[config.mk]
export PLATFORM = sky130hd
export DESIGN_NAME = rgb2gray_stage
export DESIGN_NICKNAME = d
export VERILOG_FILES = /design/src/rtl/gray_pkg.sv /design/src/rtl/gray_mac.sv /design/src/rtl/rgb2gray_stage.sv
export SDC_FILE = /design/constraint.sdc
export NUM_CORES = 1
export LEC_CHECK = 0
export BUFFER_PORTS_ARGS = -buffer_cell sky130_fd_sc_hd__clkbuf_2
export CAP_MARGIN = 10
export CORE_AREA = 2 2 115 117
export CTS_CLUSTER_DIAMETER = 80
export CTS_CLUSTER_SIZE = 28
export DETAILED_ROUTE_END_ITERATION = 7
export DIE_AREA = 0 0 117 119
export GPL_TIMING_DRIVEN = 1
export PLACE_DENSITY = 0.73
export SLEW_MARGIN = 20
export SYNTH_ARGS = -nofsm -noshare
export SYNTH_HDL_FRONTEND = slang
export SYNTH_SLANG_ARGS = --single-unit
[constraint.sdc]
create_clock -name clk -period 8.41 [get_ports clk]
set_input_delay 0.4205 -clock clk [delete_from_list [all_inputs] [get_ports clk]]
set_output_delay 0.4205 -clock clk [all_outputs]
set_load 0.02 [all_outputs]
[src/rtl/gray_pkg.sv]
`default_nettype none
// ============================================================================
// Module      : gray_pkg
// Description : Shared types and constants for the RGB-to-grayscale stage.
// Revision    : 1.0 - initial release
// ============================================================================
package gray_pkg;

  localparam int RGB_W      = 24;
  localparam int GRAY_W     = 8;

  localparam int COEF_R     = 77;
  localparam int COEF_G     = 150;
  localparam int COEF_B     = 29;
  localparam int GRAY_SHIFT = 8;

  // Field order matches the FIFO word {R[23:16],G[15:8],B[7:0]}
  typedef struct packed {
    logic [7:0] r;
    logic [7:0] g;
    logic [7:0] b;
  } rgb_pix_t;

endpackage : gray_pkg
`default_nettype wire

[src/rtl/gray_mac.sv]
`default_nettype none
// ============================================================================
// Module      : gray_mac
// Description : Registered 77/150/29 multiply-add; optional round-to-nearest
//               when GRAY_ROUND_EN is defined, truncation otherwise.
// Revision    : 1.0 - initial release
// ============================================================================
module gray_mac
  import gray_pkg::*;
(
  input  logic              clk,
  input  logic              rst,
  input  logic              i_en,
  input  rgb_pix_t          i_pix,
  output logic [GRAY_W-1:0] o_gray
);

  logic [15:0] w_sum;
  logic [16:0] w_acc;
  logic [15:0] r_sum;
  logic        w_unused_bits;

  always_comb begin
    w_sum = 16'(COEF_R) * {8'd0, i_pix.r}
          + 16'(COEF_G) * {8'd0, i_pix.g}
          + 16'(COEF_B) * {8'd0, i_pix.b};
`ifdef GRAY_ROUND_EN
    // Max 65280 + 128 still fits 16 bits, so bit 16 is always zero
    w_acc = {1'b0, w_sum} + 17'(1 << (GRAY_SHIFT - 1));
`else
    w_acc = {1'b0, w_sum};
`endif
  end

  always_ff @(posedge clk or negedge rst) begin
    if (!rst) begin
      r_sum <= '0;
    end else if (i_en) begin
      r_sum <= w_acc[15:0];
    end
  end

  assign o_gray        = r_sum[GRAY_SHIFT +: GRAY_W];
  assign w_unused_bits = ^{w_acc[16], r_sum[GRAY_SHIFT-1:0]};

endmodule : gray_mac
`default_nettype wire

[src/rtl/rgb2gray_stage.sv]
`default_nettype none
// ============================================================================
// Module      : rgb2gray_stage
// Description : RGB FIFO -> luma -> grayscale FIFO, 1 pixel/clk, 3-cycle
//               latency, back-pressure safe; GRAY_ROUND_EN selects rounding.
// Revision    : 1.0 - initial release
// ============================================================================
module rgb2gray_stage
  import gray_pkg::*;
#(
  parameter int WIDTH  = 720,
  parameter int HEIGHT = 720,
  parameter int CNT_W  = 20
) (
  input  logic              clk,
  input  logic              rst,        // asynchronous, active-low
  output logic              in_rd_en,
  input  logic [RGB_W-1:0]  in_dout,
  input  logic              in_empty,
  output logic              out_wr_en,
  output logic [GRAY_W-1:0] out_din,
  input  logic              out_full,
  output logic              frame_done
);

  localparam logic [CNT_W-1:0] c_last_pix = CNT_W'(WIDTH * HEIGHT - 1);

  logic [1:0]        r_occ;
  logic              r_r0_vld;
  logic              r_s1_vld;
  rgb_pix_t          r_s1_pix;
  logic              r_s2_vld;
  logic              r_s3_vld;
  logic [GRAY_W-1:0] r_out_din;
  logic [CNT_W-1:0]  r_pix_cnt;

  logic              w_drain;
  logic              w_rd;
  logic              w_s3_acc;
  logic              w_s3_ld;
  logic              w_s2_acc;
  logic              w_s2_ld;
  logic              w_s1_take;
  rgb_pix_t          w_mac_pix;
  logic [GRAY_W-1:0] w_mac_gray;
  logic              w_last;

  // S1 is a skid slot: returning data normally goes straight into the MAC
  // and only parks in S1 when S2 is blocked, which keeps latency at 3.
  always_comb begin
    w_drain   = r_s3_vld && !out_full;
    w_rd      = rst && !in_empty && ((r_occ != 2'd3) || w_drain);
    w_s3_acc  = !r_s3_vld || w_drain;
    w_s3_ld   = r_s2_vld && w_s3_acc;
    w_s2_acc  = !r_s2_vld || w_s3_ld;
    w_s2_ld   = w_s2_acc && (r_s1_vld || r_r0_vld);
    w_s1_take = r_r0_vld && (r_s1_vld || !w_s2_acc);
    w_mac_pix = r_s1_vld ? r_s1_pix : rgb_pix_t'(in_dout);
    w_last    = (r_pix_cnt == c_last_pix);
  end

  gray_mac u_gray_mac (
    .clk    (clk),
    .rst    (rst),
    .i_en   (w_s2_ld),
    .i_pix  (w_mac_pix),
    .o_gray (w_mac_gray)
  );

  always_ff @(posedge clk or negedge rst) begin
    if (!rst) begin
      r_occ     <= 2'd0;
      r_r0_vld  <= 1'b0;
      r_s1_vld  <= 1'b0;
      r_s1_pix  <= '0;
      r_s2_vld  <= 1'b0;
      r_s3_vld  <= 1'b0;
      r_out_din <= '0;
      r_pix_cnt <= '0;
    end else begin
      r_r0_vld <= w_rd;
      if (w_rd && !w_drain) begin
        r_occ <= r_occ + 2'd1;
      end else if (w_drain && !w_rd) begin
        r_occ <= r_occ - 2'd1;
      end
      r_s1_vld <= w_s1_take || (r_s1_vld && !w_s2_ld);
      if (w_s1_take) begin
        r_s1_pix <= rgb_pix_t'(in_dout);
      end
      r_s2_vld <= w_s2_ld || (r_s2_vld && !w_s3_ld);
      r_s3_vld <= w_s3_ld || (r_s3_vld && !w_drain);
      if (w_s3_ld) begin
        r_out_din <= w_mac_gray;
      end
      if (w_drain) begin
        r_pix_cnt <= w_last ? '0 : r_pix_cnt + CNT_W'(1);
      end
    end
  end

  assign in_rd_en   = w_rd;
  assign out_wr_en  = w_drain;
  assign out_din    = r_out_din;
  assign frame_done = w_drain && w_last;

endmodule : rgb2gray_stage
`default_nettype wire
; ---- Yosys cells after proc, flatten, opt, wreduce, memory -nomap -nowiden
; Cells that the tools add are included.
[classes]
n_addsub = 5
multipliers = 3
div_mod_pow = 0
magnitude_cmp = 0
n_eq_ne = 2
shifts = 0
muxes = 4
bitwise = 0
reduce_logical = 30
[ops]
columns = operator, n
row1 = multiplier 7 x 8 -> 15 bit (first input constant), 2
row2 = 2-to-1 mux 24 bit, 1
row3 = adder 20 x 1 -> 20 bit (second input constant), 1
row4 = equality test 20 x 19 -> 1 bit (second input constant), 1
row5 = 2-to-1 mux 20 bit, 1
row6 = adder 15 x 16 -> 16 bit, 1
row7 = adder 16 x 13 -> 16 bit, 1
row8 = multiplier 5 x 8 -> 13 bit (first input constant), 1
row9 = logical AND 1 bit, 12
row10 = logical NOT 1 bit, 9
row11 = logical OR 1 bit, 8
row12 = 2-to-1 mux 2 bit, 2
row13 = adder 2 x 1 -> 2 bit (second input constant), 1
row14 = inequality test 2 bit (second input constant), 1
row15 = nonzero test 2 bit, 1
row16 = subtractor 2 x 1 -> 2 bit (second input constant), 1
[word_totals]
regBits = 74
latch_bits = 0
ram_bits = 0
mem_bits_ro = 0
input_bits = 28
out_inout_bits = 11
wordCells = 55
n_memories = 0

; ---- Depth between registers and ports, before layout
[logic_depth]
depth_word = 9
ltp_mapped = 27
depth_no_buf = 25

; ---- By module
; Synthesis repeated with hierarchy kept, for this count alone.
[unflattened]
hier_cells = 574
area_unflattened_um2 = 6254.7
[by_module_without_submodules]
columns = mod, instances, cells_each, area_each_um2, seq_area_each_um2
row1 = gray_mac, 1, 338, 3408.3, 200.2
row2 = rgb2gray_stage, 1, 236, 2846.5, 1451.4

; ---- Least setup slack after synthesis
; OpenSTA, ideal clock, no wires.
[synth_timing]
path_kind = reg2reg
from = register r_s1_vld
to = register u_gray_mac.r_sum[15]
setup_ns = 0.124
arrival_ns = 7.131
required_ns = 8.286
slack_ns = 1.155
path_stages_with_launch = 27
path_buffers = 2
synth_period_minus_slack_ns = 7.255
cell_sequence = dfrtp_1 > buf_1 > clkbuf_1 > mux2i_1 > inv_1 > ha_1 > ha_1 > inv_1 > fa_1 > fa_1 > inv_1 > ha_1 > a21oi_1 > xnor2_1 > ha_1 > fa_1 > inv_1 > fa_1 > fa_1 > inv_1 > ha_1 > or2_2 > nor3b_2 > o211a_1 > a2111oi_0 > nand3_1 > a211o_1
[synth_via]
elab_chain_cells = 4
elab_cells_between_ends = 8
cone_classes = add/sub: 2 / mul: 3 / mux: 1 / reduce/logical: 2
[synth_lines]
columns = element, line
row1 = "start, declared", rgb2gray_stage.sv:30  ; logic r_s1_vld;
row2 = "start signal, assigned", rgb2gray_stage.sv:87  ; r_s1_vld <= w_s1_take || (r_s1_vld && !w_s2_ld);
row3 = 2-to-1 mux 24 bit, rgb2gray_stage.sv:58  ; w_mac_pix = r_s1_vld ? r_s1_pix : rgb_pix_t'(in_dout);
row4 = multiplier 7 x 8 -> 15 bit (on tied branches), "gray_mac.sv:24, gray_mac.sv:25"
row5 = adder 15 x 16 -> 16 bit, gray_mac.sv:25  ; + 16'(COEF_G) * {8'd0, i_pix.g}
row6 = adder 16 x 13 -> 16 bit, gray_mac.sv:26  ; + 16'(COEF_B) * {8'd0, i_pix.b};
row7 = "end signal, assigned", gray_mac.sv:39  ; r_sum <= w_acc[15:0];
row8 = "end, declared", gray_mac.sv:20  ; logic [15:0] r_sum;
; Parallel ways exist; a longest one is shown, timed or not.
; A chain may end at the register's enable or synchronous reset.

; ---- Final worst setup path
; Same ends and word-level chain as after synthesis.

==> impl_metrics.tcl <==
set metrics [dict create \
    holdBufCountCts 0 \
    period_share_pct 87.0 \
    cts_buffer_depth 2 \
    synth_top_cell_by_area "dfrtp_1" \
    cp_data_required_time_ps 8630 \
    wl_per_cell_um 15.3 \
    die_h_um 119 \
    num_antenna_cells 0 \
    post_cts_resized 0 \
    ioPinCount 39 \
    clk_latency_ps 340 \
    crit_path_end_kind "flip-flop" \
    layout_common_cells "inv_1 (93), ha_1 (86), dfrtp_1 (66)" \
    synth.area.top_cells "dfrtp_1 (26%), fa_1 (18%), ha_1 (17%)" \
    relSlewSlack_pct 43.1 \
    synth-seq-cells 66 \
    yosysWarnings 0 \
    ant_nets 0 \
    overflow 0 \
    arrival_ps 7540 \
    rsz0062_at_grt "false" \
    grt_max_degree 67 \
    drt_iter0_drc 250 \
    layout.nets 800 \
    drive_above_1_share_pct 19.2 \
    clk_pin_slew_worst_paths_ps 60 \
    antenna_found_initial 0 \
    crit_fanout 15 \
    cts-buffers-inserted 9 \
    ys_seq_area_share_pct 26.4 \
    cts_root_buffer "clkbuf_16" \
    synth_cell_types 55 \
    start_kind "flip-flop" \
    cpPeakStageDelay_ps 730 \
    max-cap-violations 0 \
    drv_slew 0 \
    vias 4294 \
    start_util_pct 48.6 \
    cts_tree "built" \
    clock_skew_ps 4.43 \
    netlist_instances 586 \
    viasPerCell 5.29 \
    hold_class "input pin to flip-flop" \
    cts.sinks 66 \
    die-area_um2 13900 \
    row_count 42 \
    syn2layout_area_growth_pct 11.3 \
    syn_avg_cell_area_um2 10.7 \
    postCtsSetupRepairBufs 0 \
    crit_type "flip-flop to flip-flop" \
    dpl.cell_count 796 \
    routed_wirelength_mm 12.4 \
    fin_setup_tns_ps 0 \
    setup_violations 0 \
    grt_pass1_vias 4614 \
    grt_first_pass_wirelength_mm 21.9 \
    tightest_slew_ps 854 \
    core-area_um2 12900 \
    fmax_mhz 137 \
    fin_crit_ps 7320 \
    syn_nets 755 \
    async_flop_share_pct 100 \
    crit_top_cell "ha_1" \
    final_hold_viol_count 0 \
    instances_no_fill 811 \
    drtPass1Iterations 4 \
    num-fill-cells 1096 \
    place.gp.congestion 0.934 \
    drc 0 \
    layout_commonest_cell "inv_1" \
    htreeDepth 3 \
    dieWidth_um 117 \
    synth.top_cell.area_share_pct 26.4 \
    crit_slowest_cell "dfrtp_1" \
    outcome "finished clean" \
    hpwl_mm 9.99 \
    synth_flop_cell "dfrtp_1" \
    grt.total_usage_pct 20.3 \
    port_buffers 38 \
    synth_area_um2 6260 \
    synth_edf_count 0 \
]
-- logic make-up after synthesis --
kind of cell | after synthesis | share of synthesized area [%]
AND/OR/NAND/NOR | 118 | 10.0
adder cells (fa/ha/maj) | 142 | 35.0
multiplexers | 58 | 10.3
buffers and inverters | 101 | 6.10
flip-flops | 66 | 26.4
AO/OA/AOI/OAI | 71 | 8.02
XOR/XNOR | 30 | 4.20
-- layer usage --
| layer | global-route usage (%) | vias up | part of all wire [%] |
|---|---|---|---|
| met5 | 0 | - | 0 |
| met4 | 5.96 | 0 | 2.0 |
| met3 | 3.56 | 17 | 2.7 |
| met2 | 32.8 | 57 | 49 |
| met1 | 27.8 | 2126 | 47 |
| li1 | - | 2094 | - |
-- flip-flops by register name, summed over array words and instances (netlist names) --
signal,flops
r_s3_vld,1
r_s1_vld,1
r_occ,2
r_s2_vld,1
r_s1_pix,24
r_pix_cnt,20
r_r0_vld,1
u_gray_mac.r_sum,8
out_din,8
-- path summary, 6_finish.rpt --
kind / slack (ps) / from / cells past startpoint / to
min in group asynchronous: 380 / rst / 2 / r_s1_pix[20]
hold reg to reg: 470 / r_pix_cnt[19] / 1 / r_pix_cnt[19]
setup reg to reg: 1090 / r_s1_vld / 25 / u_gray_mac.r_sum[15]
hold / removal: 260 / in_empty / 2 / r_r0_vld
max in group asynchronous: 7460 / rst / 2 / u_gray_mac.r_sum[13]
setup / recovery: 1090 / r_s1_vld / 25 / u_gray_mac.r_sum[15]
-- stage by stage --
step,instance area [um^2],util (%),worst slack [ps],hold WS [ps]
2_1_floorplan,6260,-,1160,125
3_3_place_gp,6670,51.8,1320,455
3_5_place_dp,6670,51.8,1090,462
4_1_cts,6960,54.1,1020,255
5_1_grt,6970,54.1,617,265
6_report,6970,54.1,1090,258
-- cell usage after synthesis, types with 6 or more instances --
cell type,number
fa_1,55
nand4_1,7
dfrtp_1,66
a21oi_1,15
mux2i_1,6
xnor2_1,17
nor2_1,26
nand3_1,17
nand2_1,22
xor2_1,13
mux2_2,52
nor3_1,9
inv_1,93
o21ai_0,11
a21o_1,12
ha_1,86
-- critical path, delay by kind of cell (launching register included) --
kind / cells / cell delay [ps]
AO/OA/AOI/OAI: 6 / 1270
XOR/XNOR: 1 / 140
adder cells (fa/ha/maj): 10 / 3750
buffers and inverters: 4 / 200
flip-flops: 1 / 730
multiplexers: 1 / 470
AND/OR/NAND/NOR: 3 / 640
-- final cells by class --
cell class | instances | area, um^2 | share of cell area (%)
timing repair buffer | 42 | 220 | 3.16
tap | 176 | 220 | 3.16
clock inverter | 6 | 67.6 | 0.970
sequential | 66 | 1650 | 23.7
inverter | 93 | 349 | 5.01
multi-input combinational | 419 | 4230 | 60.8
clock buffer | 9 | 225 | 3.23
Power is not shown: default switching activity piles up to over one toggle a cycle in this logic, so the estimate is an artifact.
